`config.mk`:
```
export PLATFORM = sky130hd
export DESIGN_NAME = rd53_sync_fe_digital_ctrl
export DESIGN_NICKNAME = d
export VERILOG_FILES = /design/src/rtl/rd53_sync_fe_pkg.sv /design/src/rtl/rd53_sync_2ff.sv /design/src/rtl/rd53_sync_fe_digital_ctrl.sv
export SDC_FILE = /design/constraint.sdc
export NUM_CORES = 1
export LEC_CHECK = 0
export BUFFER_PORTS_ARGS = -buffer_cell sky130_fd_sc_hd__buf_2
export CAP_MARGIN = 20
export CORE_ASPECT_RATIO = 2
export CORE_MARGIN = 2
export CORE_UTILIZATION = 30
export DETAILED_ROUTE_END_ITERATION = 8
export SYNTH_ARGS = -nofsm -noshare
export SYNTH_HDL_FRONTEND = slang
export SYNTH_SLANG_ARGS = --single-unit
```
`constraint.sdc`:
```
create_clock -name i_clk -period 5.4 [get_ports i_clk]
set_clock_uncertainty 0.2 [all_clocks]
set_input_delay 1.08 -clock i_clk [delete_from_list [all_inputs] [get_ports i_clk]]
set_output_delay 1.08 -clock i_clk [all_outputs]
set_load 0.005 [all_outputs]
```
`src/rtl/rd53_sync_fe_pkg.sv`:
```
// Shared types and default constants for the synchronous front-end pixel control logic.
package rd53_sync_fe_pkg;

    localparam int unsigned DEF_TOT_W      = 4;
    localparam int unsigned DEF_BCID_W     = 8;
    localparam int unsigned DEF_AZ_PERIOD  = 256;
    localparam int unsigned DEF_AZ_LEN     = 4;
    localparam int unsigned DEF_SETTLE_LEN = 2;
    localparam int unsigned DEF_OVF_W      = 8;

    typedef enum logic [2:0] {
        StIdle,
        StAz,
        StSettle,
        StArmed,
        StTot
    } fe_state_e;

    typedef struct packed {
        logic [DEF_TOT_W-1:0]  tot;
        logic [DEF_BCID_W-1:0] bcid;
    } hit_t;

endpackage

```
`src/rtl/rd53_sync_2ff.sv`:
```
// Two-flop synchroniser with asynchronous active-high reset.
module rd53_sync_2ff #(
    parameter int unsigned WIDTH = 1
) (
    input  logic             i_clk,
    input  logic             i_rst,
    input  logic [WIDTH-1:0] i_d,
    output logic [WIDTH-1:0] o_q
);

    logic [WIDTH-1:0] r_meta;
    logic [WIDTH-1:0] r_sync;

    always_ff @(posedge i_clk or posedge i_rst) begin
        if (i_rst) begin
            r_meta <= '0;
            r_sync <= '0;
        end else begin
            r_meta <= i_d;
            r_sync <= r_meta;
        end
    end

    assign o_q = r_sync;

endmodule

```
`src/rtl/rd53_sync_fe_digital_ctrl.sv`:
```
// Pixel-side controller for the synchronous analog front end: autozero sequencing,
// time-over-threshold measurement and a single-entry hit output register.
module rd53_sync_fe_digital_ctrl
    import rd53_sync_fe_pkg::*;
#(
    parameter int unsigned TOT_W      = DEF_TOT_W,
    parameter int unsigned BCID_W     = DEF_BCID_W,
    parameter int unsigned AZ_PERIOD  = DEF_AZ_PERIOD,
    parameter int unsigned AZ_LEN     = DEF_AZ_LEN,
    parameter int unsigned SETTLE_LEN = DEF_SETTLE_LEN,
    parameter int unsigned OVF_W      = DEF_OVF_W
) (
    input  logic              i_clk,
    input  logic              i_rst,
    input  logic              i_enable,
    input  logic              i_disc_in,
    input  logic [BCID_W-1:0] i_bcid,
    input  logic              i_az_force,
    output logic              o_phi_az_to,
    output logic              o_strobe_to,
    output logic              o_hit_valid,
    input  logic              i_hit_ready,
    output logic [TOT_W-1:0]  o_hit_tot,
    output logic [BCID_W-1:0] o_hit_bcid,
    output logic [OVF_W-1:0]  o_ovf_cnt
);

    localparam int unsigned PH_MAX = (AZ_LEN > SETTLE_LEN) ? AZ_LEN : SETTLE_LEN;
    localparam int unsigned PH_W   = $clog2(PH_MAX + 1);
    localparam int unsigned TMR_W  = $clog2(AZ_PERIOD + 1);
    localparam logic [TOT_W-1:0] TOT_MAX = '1;
    localparam logic [OVF_W-1:0] OVF_MAX = '1;

    typedef struct packed {
        logic [TOT_W-1:0]  tot;
        logic [BCID_W-1:0] bcid;
    } hit_rec_t;

    fe_state_e         r_state;
    logic [PH_W-1:0]   r_ph_cnt;
    logic [TMR_W-1:0]  r_az_tmr;
    logic              r_az_pend;
    logic [TOT_W-1:0]  r_tot;
    logic [BCID_W-1:0] r_lead_bcid;
    logic              r_phi;
    logic              r_strobe;
    logic              r_ds_prev;
    hit_rec_t          r_hit;
    logic              r_hit_valid;
    logic [OVF_W-1:0]  r_ovf;

    logic w_ds;
    logic w_lead;
    logic w_expire;
    logic w_az_req;
    logic w_emit;

    rd53_sync_2ff #(
        .WIDTH (1)
    ) u_disc_sync (
        .i_clk (i_clk),
        .i_rst (i_rst),
        .i_d   (i_disc_in),
        .o_q   (w_ds)
    );

    always_ff @(posedge i_clk or posedge i_rst) begin
        if (i_rst) begin
            r_ds_prev <= 1'b0;
        end else begin
            r_ds_prev <= w_ds;
        end
    end

    assign w_lead   = w_ds & ~r_ds_prev;
    assign w_expire = (r_az_tmr == TMR_W'(AZ_PERIOD - 1));
    // Any of these pending, forced now, or timer expiry asks for an autozero.
    assign w_az_req = r_az_pend | i_az_force | w_expire;
    assign w_emit   = (r_state == StTot) && i_enable && !w_ds;

    always_ff @(posedge i_clk or posedge i_rst) begin
        if (i_rst) begin
            r_state     <= StIdle;
            r_ph_cnt    <= '0;
            r_az_tmr    <= '0;
            r_az_pend   <= 1'b0;
            r_tot       <= '0;
            r_lead_bcid <= '0;
            r_phi       <= 1'b0;
            r_strobe    <= 1'b0;
        end else if (!i_enable) begin
            r_state   <= StIdle;
            r_az_pend <= 1'b0;
            r_az_tmr  <= '0;
            r_phi     <= 1'b0;
            r_strobe  <= 1'b0;
        end else begin
            if ((r_state == StArmed || r_state == StTot) && !w_expire) begin
                r_az_tmr <= r_az_tmr + 1'b1;
            end
            unique case (r_state)
                StIdle: begin
                    r_state  <= StAz;
                    r_ph_cnt <= '0;
                    r_phi    <= 1'b1;
                end
                StAz: begin
                    if (r_ph_cnt == PH_W'(AZ_LEN - 1)) begin
                        r_state  <= StSettle;
                        r_ph_cnt <= '0;
                        r_phi    <= 1'b0;
                        r_az_tmr <= '0;
                    end else begin
                        r_ph_cnt <= r_ph_cnt + 1'b1;
                    end
                end
                StSettle: begin
                    if (r_ph_cnt == PH_W'(SETTLE_LEN - 1)) begin
                        r_state  <= StArmed;
                        r_strobe <= 1'b1;
                    end else begin
                        r_ph_cnt <= r_ph_cnt + 1'b1;
                    end
                end
                StArmed: begin
                    // A leading edge beats an autozero request; the request is kept pending.
                    if (w_lead) begin
                        r_state     <= StTot;
                        r_tot       <= TOT_W'(1);
                        r_lead_bcid <= i_bcid;
                        r_az_pend   <= w_az_req;
                    end else if (w_az_req) begin
                        r_state   <= StAz;
                        r_ph_cnt  <= '0;
                        r_phi     <= 1'b1;
                        r_strobe  <= 1'b0;
                        r_az_pend <= 1'b0;
                    end
                end
                StTot: begin
                    if (w_ds) begin
                        if (r_tot != TOT_MAX) begin
                            r_tot <= r_tot + 1'b1;
                        end
                        r_az_pend <= w_az_req;
                    end else if (w_az_req) begin
                        r_state   <= StAz;
                        r_ph_cnt  <= '0;
                        r_phi     <= 1'b1;
                        r_strobe  <= 1'b0;
                        r_az_pend <= 1'b0;
                    end else begin
                        r_state <= StArmed;
                    end
                end
                default: begin
                    r_state <= StIdle;
                end
            endcase
        end
    end

    always_ff @(posedge i_clk or posedge i_rst) begin
        if (i_rst) begin
            r_hit       <= '0;
            r_hit_valid <= 1'b0;
            r_ovf       <= '0;
        end else if (w_emit) begin
            // Accept in the same cycle frees the slot, so the new record loads without a bubble.
            if (!r_hit_valid || i_hit_ready) begin
                r_hit       <= '{tot: r_tot, bcid: r_lead_bcid};
                r_hit_valid <= 1'b1;
            end else if (r_ovf != OVF_MAX) begin
                r_ovf <= r_ovf + 1'b1;
            end
        end else if (r_hit_valid && i_hit_ready) begin
            r_hit_valid <= 1'b0;
        end
    end

    assign o_phi_az_to = r_phi;
    assign o_strobe_to = r_strobe;
    assign o_hit_valid = r_hit_valid;
    assign o_hit_tot   = r_hit.tot;
    assign o_hit_bcid  = r_hit.bcid;
    assign o_ovf_cnt   = r_ovf;

endmodule

```
---- Yosys cells after proc, flatten, opt, wreduce, memory -nomap -nowiden ----
Index checks and enable logic that the tools add are counted.
storage, ports and cells
  register bits after elaboration ......... 54
  input bits .............................. 14
operators by class
  bitwise logic cells ..................... 5
  reductions and logical operators ........ 22
  add/subtract/negate cells ............... 4
  muxes and demuxes ....................... 42
  eq/ne operators ......................... 24
operators with widths
  kind                                                  count
  two-way mux 9 bit                                     4
  two-way mux 3 bit                                     11
  one-hot mux 3 bit (5 select lines)                    2
  two-way mux 1 bit                                     17
  two-way mux 4 bit                                     3
  != test 3 bit (second input constant)                 4
  AND reduction 4 bit                                   3
  AND reduction 5 bit                                   2
  adder 9 x 1 -> 9 bit (second input constant)          1
  equality test 3 x 2 -> 1 bit (second input constant)  3
  equality test 9 x 8 -> 1 bit (second input constant)  1
  adder 8 x 1 -> 8 bit (second input constant)          1
  != test 2 bit (second input constant)                 4
  != test 4 bit (second input constant)                 2
  != test 8 bit (second input constant)                 1
  one-hot mux 4 bit (2 select lines)                    1
  equality test 3 x 1 -> 1 bit (second input constant)  2
  != test 2 x 1 -> 1 bit (second input constant)        3
  AND reduction 3 bit                                   2
  != test 5 x 1 -> 1 bit (second input constant)        1
  nonzero test 5 bit                                    1
  adder 4 x 1 -> 4 bit (second input constant)          1
  logical AND 1 bit                                     4
  != test 4 x 1 -> 1 bit (second input constant)        1
  15 further kinds                                      22

---- Longest topological paths before layout ----
Gate-level depths: netlist of the first run.
  depth after elaboration ................. 7
  depth in mapped cells ................... 9

---- Hierarchy ----
Synthesis of the first run repeated with hierarchy kept, for this count alone.
second synthesis, totals
  cell total of the unflattened synthesis .. 252
  area, all modules ....................... 2728.9 sq um
by module, submodules not included
  module                     times used  area an instance (sq um)  cells each  sequential area each (sq um)
  rd53_sync_fe_digital_ctrl  1           2675.1                    249         1301.2
  rd53_sync_2ff              1           53.8                      3           50.0

---- Worst setup path before layout of the first run ----
OpenSTA, ideal clock, no wires.
  kind .................................... input to register
  from .................................... input port i_enable
  to ...................................... register r_ovf[1] (netlist: o_ovf_cnt[1])
  arrival time ............................ 2.054 ns
  library setup time ...................... 0.125 ns
  setup slack ............................. 3.021 ns
  stages .................................. 4
  cell sequence ........................... clkbuf_1 nand3_2 a21oi_1 mux2_2
between the ends
  word-level cells in the longest chain between the ends .. 3
RTL lines
  element                               RTL line                          RTL
  start: declaration                    rd53_sync_fe_digital_ctrl.sv:15   input logic i_enable,
  logical AND 1 bit (2 in a row)        rd53_sync_fe_digital_ctrl.sv:79   assign w_emit = (r_state == StTot) && i_enable && !w_ds;
  AND reduction 3 bit (no source line)  n/a
  end signal: assignment                rd53_sync_fe_digital_ctrl.sv:174  r_ovf <= r_ovf + 1'b1;
  end: declaration                      rd53_sync_fe_digital_ctrl.sv:50   logic [OVF_W-1:0] r_ovf;
No other way between the ends.
A chain may end at the register's enable or synchronous reset.

---- Worst setup path after layout of the first run ----
  from .................................... register r_az_tmr[0]
  to ...................................... register r_ph_cnt[1]
between the ends
  word-level cells in the longest chain between the ends .. 5
RTL lines
  element                                      RTL line                          RTL
  start: declaration                           rd53_sync_fe_digital_ctrl.sv:41   logic [TMR_W-1:0] r_az_tmr;
  start signal: assignment                     rd53_sync_fe_digital_ctrl.sv:99   r_az_tmr <= r_az_tmr + 1'b1;
  equality test 9 x 8 -> 1 bit (*)             rd53_sync_fe_digital_ctrl.sv:76   assign w_expire = (r_az_tmr == TMR_W'(AZ_PERIOD - 1));
  bitwise OR 1 bit (*)                         rd53_sync_fe_digital_ctrl.sv:78   assign w_az_req = r_az_pend | i_az_force | w_expire;
  two-way mux 3 bit (*)                        n/a
  two-way mux 3 bit, on equally long branches  n/a
  one-hot mux 3 bit (5 select lines) (*)       n/a
  end signal: assignment                       rd53_sync_fe_digital_ctrl.sv:114  r_ph_cnt <= r_ph_cnt + 1'b1;
  end signal: assignment                       rd53_sync_fe_digital_ctrl.sv:122  r_ph_cnt <= r_ph_cnt + 1'b1;
  end: declaration                             rd53_sync_fe_digital_ctrl.sv:40   logic [PH_W-1:0] r_ph_cnt;
Mark *: on every way between the ends. The rest lies on a longest branch, timed or not. The select of a mux whose other input is x is not followed.

==> results.json, run 1 <==
{
  "hold_buffers": 0,
  "end_kind": "register",
  "hp-class": "register to register",
  "power_density_nw_per_um2": 267,
  "min_period_ns": 2.52,
  "htreeDepth": 2,
  "ys.flop_type": "dfrtp_1",
  "reg2reg_depth": 8,
  "wire_per_inst_um": 14.9,
  "crit_top_cell": "ha_1",
  "worstReg2RegEnd": "r_ph_cnt[1]",
  "synth_compound_area_share_pct": 11.2,
  "syn-cell-area_um2": 2720,
  "hpwl_um": 4090,
  "r2r_slack_ns": 2.88,
  "crit_path_end": "r_ph_cnt[1]",
  "fp.dieH_um": 139,
  "hold_slack_ns": 0.185,
  "grt_max_degree": 55,
  "fin_crit_sh_pct": 46.7,
  "core_um2": 8890,
  "worst_pin_slew_ns": 0.680,
  "fmax_ghz": 0.396,
  "grt-ovfl-total": 0,
  "cp_cell_sequence": "ha_1, nand3_1, nor2_1, ha_1, nor3_1, a21oi_1, o311a_1, o22ai_1",
  "final_area_um2": 3150,
  "die_area_um2": 9890,
  "slowest_delay_ns": 0.44,
  "cts_buffer_depth": 2,
  "n_antenna_cell": 0,
  "p_total_mw": 0.840,
  "route.detailed.drc": 0,
  "io_pins": 37,
  "syn_to_final_growth_pct": 15.7,
  "ys_ff_latch": 54,
  "startpoint_type": "register",
  "grt_usage_pct": 11.9,
  "arrival_ns": 2.54,
  "crit_start": "r_az_tmr[0]",
  "grt_pass1_vias": 2014,
  "grt_pass1_wl_um": 9420,
  "maxCapViolations": 0,
  "synthXorXnorAreaFrac_pct": 4.83,
  "status": "completed",
  "synth_top_family_by_area": "simple AND/OR/NAND/NOR gates",
  "async_reset_ff_share_pct": 100,
  "final_cell_mix": "54 x dfrtp_1, 36 x buf_2, 21 x mux2_2, 19 x nor2_1, 15 x nand2_1",
  "synth_edf_count": 0,
  "drive_gt1_share_pct": 30.4,
  "wl_um": 5600,
  "cts_tree": "done",
  "synthMuxAreaShare_pct": 9.80,
  "clock_sinks": 54,
  "die_width_um": 71.3,
  "first_pass_iters": 4,
  "core.rowCount": 49,
  "hold_violations": 0,
  "fin_setup_tns_ns": 0,
  "yosysUniqueCellTypes": 49,
  "syn_area_per_cell_um2": 11.5,
  "vias_per_cell": 5.08,
  "maxSlewViolCount": 0,
  "synth.yosys.seq_area_share_pct": 49.7,
  "cp.required_ns": 5.42,
  "synthAdderAreaFrac_pct": 3.68,
  "relSlewSlack_pct": 54.5,
  "ant_nets": 0,
  "cts_setup_buffers": 0,
  "gp_congestion": 0.918,
  "syn_nets": 258,
  "vias": 1904,
  "yosys.area_share.simple_pct": 17.3,
  "r2r-start": "r_az_tmr[0]",
  "antenna_found_initial": 0,
  "finalSetupViolCount": 0,
  "numPortBuffers": 36,
  "clkTransAtPathRegs_ns": 0.07,
  "cts-root-buf": "clkbuf_16",
  "clkLatencyLatePin_ns": 0.30,
  "drtIter0Drc": 58,
  "vdd.ir_drop.worst_v": 0.000166,
  "start_util_pct": 30.6,
  "yosysWarnings": 0,
  "slowest_stage": "nor3_1",
  "fin_nets": 294,
  "placedInstanceArea_um2": 2980,
  "cts_resized": 0,
  "rsz0062_at_grt": "false",
  "cp_max_fo": 9,
  "worstSetupPathType": "register to register",
  "p_leak_nw": 1.50,
  "syn_inst": 236,
  "final_common_cell": "dfrtp_1",
  "cts_inserted_buffers": 5
}
## sequential cells by signal, summed over array words and instances (netlist names)
| register | flops |
|---|---|
| r_az_pend | 1 |
| o_strobe_to | 1 |
| o_hit_tot | 4 |
| o_hit_valid | 1 |
| o_hit_bcid | 8 |
| u_disc_sync.o_q | 1 |
| r_ds_prev | 1 |
| r_lead_bcid | 8 |
| u_disc_sync.r_meta | 1 |
| o_ovf_cnt | 8 |
| r_state | 3 |
| r_tot | 4 |
| r_az_tmr | 9 |
| o_phi_az_to | 1 |
| r_ph_cnt | 3 |
## cells in the mapped netlist (4+ instances only)
cell type	instances	area, µm²
dfrtp_1	54	1350
mux2_2	21	236
nor2_1	19	71.3
nand2_1	15	56.3
inv_1	11	41.3
nand3_1	9	45.0
ha_1	8	100
nor3_1	8	40.0
xnor2_1	8	70.1
a211oi_1	7	52.6
xor2_1	7	61.3
o21ai_0	6	30.0
a21oi_1	5	25.0
nand2b_1	5	31.3
clkbuf_1	4	15.0
## power by group
part	internal [mW]	total (mW)	switching (mW)
Sequential	0.420	0.435	0.0151
Combinational	0.0287	0.0675	0.0388
Clock	0.187	0.338	0.151
## worst max-delay path: cells and delay by family (launching register included)
family,cells,cell delay [ns]
AND/OR/NAND/NOR,3,0.59
flip-flops,1,0.41
AO/OA/AOI/OAI,3,0.67
adder cells (fa/ha/maj),2,0.59
## how the worst min path moves through the flow
| stage | from | end | slack, ns | cells after the start |
|---|---|---|---|---|
| 4_1_cts | u_disc_sync.r_meta | u_disc_sync.o_q | 0.19 | 0 |
| 3_3_place_gp | u_disc_sync.r_meta | u_disc_sync.o_q | 0.16 | 0 |
| 2_1_floorplan | u_disc_sync.r_meta | u_disc_sync.o_q | 0.13 | 0 |
| 6_report | u_disc_sync.r_meta | u_disc_sync.o_q | 0.19 | 0 |
| 3_5_place_dp | u_disc_sync.r_meta | u_disc_sync.o_q | 0.18 | 0 |
| 5_1_grt | u_disc_sync.r_meta | u_disc_sync.o_q | 0.19 | 0 |
## metal layers
metal  global-route usage (%)  up-vias  part of all wire, %
met3                     2.03        8                  3.3
met4                     6.16        0                  2.6
met2                     22.5       45                   57
met5                        0        -                    0
li1                         -      906                    -
met1                     12.0      945                   37
## cell families after synthesis
group / count (synthesis)
adders and majority gates: 8
AOI/OAI and AO/OA: 35
xor gates and xnor gates: 15
DFF: 54
buffers and inverters: 20
muxes: 24
and+or+nand+nor: 80
## area by class of cell
class	instances	area [µm²]
fillers	868	5740
flip-flops and latches	54	1350
multi-input cells	162	1270
repair buffers	38	199
clock buffers	6	139
well taps	102	128
inverters	11	41.3
clock inverters	2	16.3
## stage by stage
stage | worst slack [ns] | utilization (%) | std cells
final | 2.88 | 35.4 | 375
after global routing | 2.71 | 35.4 | 375
after detailed placement | 2.30 | 33.5 | 366
after floorplan | 2.81 | - | 236
after global placement | 2.35 | 33.5 | 366
after CTS | 2.59 | 35.3 | 374
Power figures use the tool's default switching activity.
==> inputs of run 2 (changes only) <==
ABC_AREA = 1   (was default)
clock period = 2.2 ns   (was 5.4 ns; I/O delays follow)
==> run 2 against run 1 <==
Net effect:
- final cell count increased by 46%
- sequential share of layout area decreased by 4.1 points
- worst hold slack got worse by 0.14 ns
- cell area increased by 11%
- highest routed layer unchanged
- critical path type unchanged
- largest power group unchanged
- clock power increased to 2.7 times the previous value
- die area increased by 5.5%
- total power increased to 3.9 times the previous value
- flip-flop and latch count unchanged
- maximum frequency increased by 25%
- synthesized cell count increased by 63%
- non-clock buffer count increased by 14
- sequential power increased to 3.2 times the previous value
==> results.json, run 2 <==
{
  "status": "completed",
  "dpl_worst_slack_ns": 0.0781,
  "end_kind": "register",
  "r2r_slack_ns": 0.18,
  "cts_inserted_buffers": 5,
  "wl_um": 6980,
  "worst_hold_startpoint": "i_disc_in",
  "syn_area_per_cell_um2": 7.48,
  "hold_slack_ns": 0.0473,
  "drive_gt1_share_pct": 16.5,
  "nFillCells": 948,
  "syn_to_final_growth_pct": 21.2,
  "start_util_pct": 30.8,
  "hpwl_um": 5420,
  "use_met3_pct": 1.49,
  "slowest_delay_ns": 0.42,
  "r2r-start": "r_az_tmr[0]",
  "grtUsageMet2_pct": 28.1,
  "fp.dieH_um": 142,
  "clock_sinks": 54,
  "yosysUniqueCellTypes": 26,
  "core_um2": 9320,
  "ys_top_cells_by_area": "dfrtp_1 47%, nand2_1 19%, nand3_1 5.7%, inv_1 5.6%, nor2_1 5.2%",
  "fin_crit_sh_pct": 91.8,
  "cp_max_fo": 5,
  "fin_setup_tns_ns": 0,
  "cp_cell_sequence": "ha_2, nand4_1, nor3_2, ha_1, inv_1, nand2_1, inv_1, a21oi_2, nand3_1, nand2_1",
  "power_density_nw_per_um2": 932,
  "route.detailed.drc": 0,
  "cp.required_ns": 2.23,
  "syn-cell-area_um2": 2870,
  "hold_violations": 0,
  "die_width_um": 73.2,
  "maxCapViolations": 0,
  "placedCellCount": 535,
  "antenna_found_initial": 0,
  "maxSlewViolCount": 0,
  "worstSetupPathType": "register to register",
  "wire_per_inst_um": 12.8,
  "syn_nets": 406,
  "grt_pass1_vias": 2509,
  "slowest_stage": "dfrtp_1",
  "gp_congestion": 0.864,
  "setup_ws_ns": 0.180,
  "n_antenna_cell": 0,
  "hold-path-endpoint": "u_disc_sync.r_meta",
  "grtUsageMet1_pct": 14.4,
  "cts_tree": "done",
  "worstHoldPathCells": 1,
  "ys.flop_type": "dfrtp_1",
  "min_period_ns": 2.02,
  "die_area_um2": 10400,
  "core.rowCount": 50,
  "htreeDepth": 2,
  "cts-root-buf": "clkbuf_16",
  "multiInputGateArea_um2": 1350,
  "async_reset_ff_share_pct": 100,
  "fmax_ghz": 0.495,
  "hp-class": "primary input to register",
  "vias": 2556,
  "ys_ff_latch": 54,
  "vias_per_cell": 4.68,
  "grt_usage_pct": 14.3,
  "top_register": "r_az_tmr",
  "yosysTopAreaCell": "dfrtp_1",
  "finalSetupViolCount": 0,
  "grt-busiest-layer": "met2",
  "reg2reg_depth": 10,
  "drtIter0Drc": 142,
  "final_common_cell": "nand2_1",
  "largest_register_ffs": 9,
  "numPortBuffers": 36,
  "ant_nets": 0,
  "synth.yosys.seq_area_share_pct": 47.0,
  "p_leak_nw": 1.95,
  "final_cell_mix": "148 x nand2_1, 54 x dfrtp_1, 42 x inv_1, 40 x nor2_1, 36 x buf_2",
  "first_pass_iters": 4,
  "io_pins": 37,
  "vdd.ir_drop.worst_v": 0.000340,
  "startpoint_type": "register",
  "grt_max_degree": 34,
  "clkLatencyLatePin_ns": 0.30,
  "arrival_ns": 2.05,
  "syn_inst": 384,
  "relSlewSlack_pct": 67.4,
  "clkTransAtPathRegs_ns": 0.07,
  "yosys-top-cells-count": "148 x nand2_1, 54 x dfrtp_1, 43 x inv_1",
  "p_total_mw": 3.25,
  "grt_pass1_wl_um": 11700,
  "worst_pin_slew_ns": 0.488,
  "synth_edf_count": 0,
  "seqCellArea_um2": 1350,
  "yosysWarnings": 0,
  "cts_buffer_depth": 2,
  "yosys.area.top_type_share_pct": 47.0,
  "worstReg2RegEnd": "r_ph_cnt[1]",
  "fin_cells": 546,
  "fin_nets": 463,
  "grt-ovfl-total": 0,
  "yosysMostFrequentCell": "nand2_1"
}
## run 2: critical path: cells and delay by family (launching register included)
family / cells / cell delay, ns
DFF: 1 / 0.42
and+or+nand+nor: 5 / 0.58
adders and majority gates: 2 / 0.39
buffers and inverters: 2 / 0.17
AOI/OAI and AO/OA: 1 / 0.21
## run 2: kinds of logic (layout without fill, tap and decap cells)
family	after synthesis	after routing	synth area share (%)
compound gates	27	27	4.92
buf+inv	47	105	6.44
fa+ha+maj	8	8	3.48
flops	54	54	47.0
simple gates	238	238	35.1
xor+xnor	10	10	3.05
## run 2: worst max path at each step
stage	startpoint	endpoint	slack (ns)
floorplan	i_rst	o_hit_bcid[0]	0.25
global placement	r_az_tmr[0]	r_ph_cnt[0]	0.20
detailed placement	r_az_tmr[0]	r_ph_cnt[1]	0.08
CTS	r_az_tmr[0]	r_ph_cnt[1]	0.06
global route	r_az_tmr[0]	r_ph_cnt[1]	-0.006
finish	r_az_tmr[0]	r_ph_cnt[1]	0.18
## run 2: what timing repair did
| item | in CTS | in global routing |
|---|---|---|
| setup buffers | 0 | 2 |
| setup endpoints to repair | 0 | 9 |
| hold buffers | 1 | 0 |
| gates resized for setup | 0 | 3 |
| hold endpoints to repair | 21 | 0 |
## run 2: metal layers
layer / wire length [µm] / vias up
met5: 0 / -
met4: 164 / 0
met3: 135 / 9
met2: 4050 / 42
met1: 2630 / 1195
li1: - / 1310
## run 2: power by group
group / switching (mW) / internal [mW]
Combinational: 0.571 / 0.357
Sequential: 0.193 / 1.21
Clock: 0.379 / 0.540
Total: 1.14 / 2.10
## run 2: stage by stage
step	util (%)	instance area, µm²
2_1_floorplan	-	2870
3_3_place_gp	35.2	3280
3_5_place_dp	35.2	3280
4_1_cts	37.1	3460
5_1_grt	37.4	3480
6_report	37.4	3480
## run 2: cell type report
type	count	share of cell area, %
multi-input combinational	283	38.7
clock buffer	5	3.59
timing repair buffer	52	9.05
sequential	54	38.8
inverter	45	4.85
tap	104	3.74
clock inverter	3	1.26
==> inputs of run 3 (changes only) <==
BUFFER_PORTS_ARGS = default   (was -buffer_cell sky130_fd_sc_hd__buf_2)
CORE_UTILIZATION = 57   (was 30)
DONT_BUFFER_PORTS = 1   (was default)
PLACE_DENSITY = 0.75   (was default)
==> run 3 against run 2 <==
Net effect:
- final cell count fell by 16%
- via count fell by 3.7%
- worst hold slack got worse by 0.011 ns
- highest routed layer unchanged
- die area fell by 46%
- sequential power barely moved
- total power fell by 12%
- routed wire length fell by 10%
- largest cell class unchanged
- critical endpoint unchanged
- clock-buffer cell count rose by 1
==> results.json, run 3 (synthesis results as in run 2) <==
{
  "status": "completed",
  "hpwl_um": 4700,
  "fin_nets": 422,
  "hold_violations": 0,
  "cts_inserted_buffers": 5,
  "die_width_um": 54.2,
  "syn_to_final_growth_pct": 9.14,
  "final_cell_mix": "148 x nand2_1, 54 x dfrtp_1, 42 x inv_1, 40 x nor2_1, 33 x nand3_1",
  "grt_pass1_wl_um": 10400,
  "grt_usage_pct": 24.3,
  "die_area_um2": 5660,
  "startpoint_type": "register",
  "setup_ws_ns": 0.224,
  "fin_crit_sh_pct": 89.8,
  "dpl_worst_slack_ns": 0.127,
  "fmax_ghz": 0.506,
  "route.detailed.drc": 0,
  "n_antenna_cell": 0,
  "cp_cell_sequence": "ha_1, nand4_1, nor3_2, ha_1, inv_1, nand2_1, inv_1, nand2_1, nand3_1, nand2_1, nand2_1",
  "wl_um": 6280,
  "cts_buffer_depth": 2,
  "crit_start": "r_az_tmr[0]",
  "worst_pin_slew_ns": 0.511,
  "io_pins": 37,
  "worst_hold_startpoint": "i_bcid[6]",
  "clock_sinks": 54,
  "cts-root-buf": "clkbuf_8",
  "end_kind": "register",
  "grt_pass1_vias": 2376,
  "core_um2": 4860,
  "drtIter0Drc": 75,
  "clkLatencyLatePin_ns": 0.31,
  "arrival_ns": 1.99,
  "clkTransAtPathRegs_ns": 0.10,
  "maxSlewViolCount": 0,
  "final_common_cell": "nand2_1",
  "relSlewSlack_pct": 65.9,
  "ant_nets": 0,
  "fin_setup_tns_ns": 0,
  "cts_tree": "done",
  "finalSetupViolCount": 0,
  "crit_top_cell": "nand2_1",
  "htreeDepth": 2,
  "r2r-start": "r_az_tmr[0]",
  "slowest_delay_ns": 0.38,
  "largest_register_ffs": 9,
  "core.rowCount": 36,
  "fp.dieH_um": 104,
  "maxCapViolations": 0,
  "numPortBuffers": 0,
  "vdd.ir_drop.worst_v": 0.000623,
  "slowest_stage": "dfrtp_1",
  "worstSetupPathType": "register to register",
  "p_leak_nw": 1.72,
  "vias": 2462,
  "hp-class": "primary input to register",
  "drive_gt1_share_pct": 7.48,
  "top_register": "r_az_tmr",
  "vias_per_cell": 5.38,
  "start_util_pct": 59.1,
  "min_period_ns": 1.98,
  "antenna_found_initial": 0,
  "power_density_nw_per_um2": 906,
  "grt_max_degree": 33,
  "final_core_util_pct": 64.5,
  "first_pass_iters": 5,
  "grt-ovfl-total": 0,
  "cp.required_ns": 2.21,
  "cp_max_fo": 4,
  "gp_congestion": 0.899,
  "wire_per_inst_um": 13.7,
  "p_total_mw": 2.84
}
[run 3: critical path: cells and delay by family, from the launching register on]
family	cells	cell delay, ns
AND/OR/NAND/NOR	7	0.76
adder cells (fa/ha/maj)	2	0.37
buffers and inverters	2	0.16
flip-flops	1	0.38
[run 3: stage by stage]
stage	instances	hold WS, ns	area, µm²
CTS	457	0.0301	3120
detailed placement	447	0.140	3000
floorplan	384	0.131	2870
finish	458	0.0362	3140
global placement	447	0.134	3000
global route	458	0.0255	3140
[run 3: cell type report]
class / instances / area (µm²)
Tap cell: 57 / 71.3
Clock inverter: 2 / 16.3
Inverter: 45 / 169
Timing Repair Buffer: 11 / 100
Fill cell: 452 / 1730
Sequential cell: 54 / 1350
Clock buffer: 6 / 82.6
Multi-Input combinational cell: 283 / 1350
[run 3: final timing paths]
kind | cells past startpoint | to | slack [ns]
max | 11 | r_ph_cnt[1] | 0.22
min | 2 | r_lead_bcid[6] | 0.04
max reg2reg | 11 | r_ph_cnt[1] | 0.22
min reg2reg | 0 | u_disc_sync.o_q | 0.16
max in group asynchronous | 3 | u_disc_sync.o_q | 0.84
min in group asynchronous | 2 | o_ovf_cnt[7] | 0.41
[run 3: metal layers]
layer / share of wire (%) / global-route usage (%) / vias to the layer above
met4: 3.0 / 11.1 / 0
met1: 40 / 28.8 / 1171
li1: - / - / 1232
met5: 0 / 0 / -
met3: 2.2 / 3.59 / 15
met2: 55 / 40.9 / 44
[run 3: power breakdown]
| group | total (mW) | internal (mW) | leakage [nW] | switching [mW] |
|---|---|---|---|---|
| clock | 0.603 | 0.260 | 0.0478 | 0.343 |
| sequential | 1.42 | 1.21 | 0.718 | 0.214 |
| combinational | 0.819 | 0.304 | 0.950 | 0.514 |
[run 3: repair_timing]
item | in CTS | in global routing
setup endpoints to repair | 0 | 6
setup buffers | 0 | 1
resized for setup | 0 | 2
hold endpoints to repair | 23 | 0
hold buffers | 2 | 0
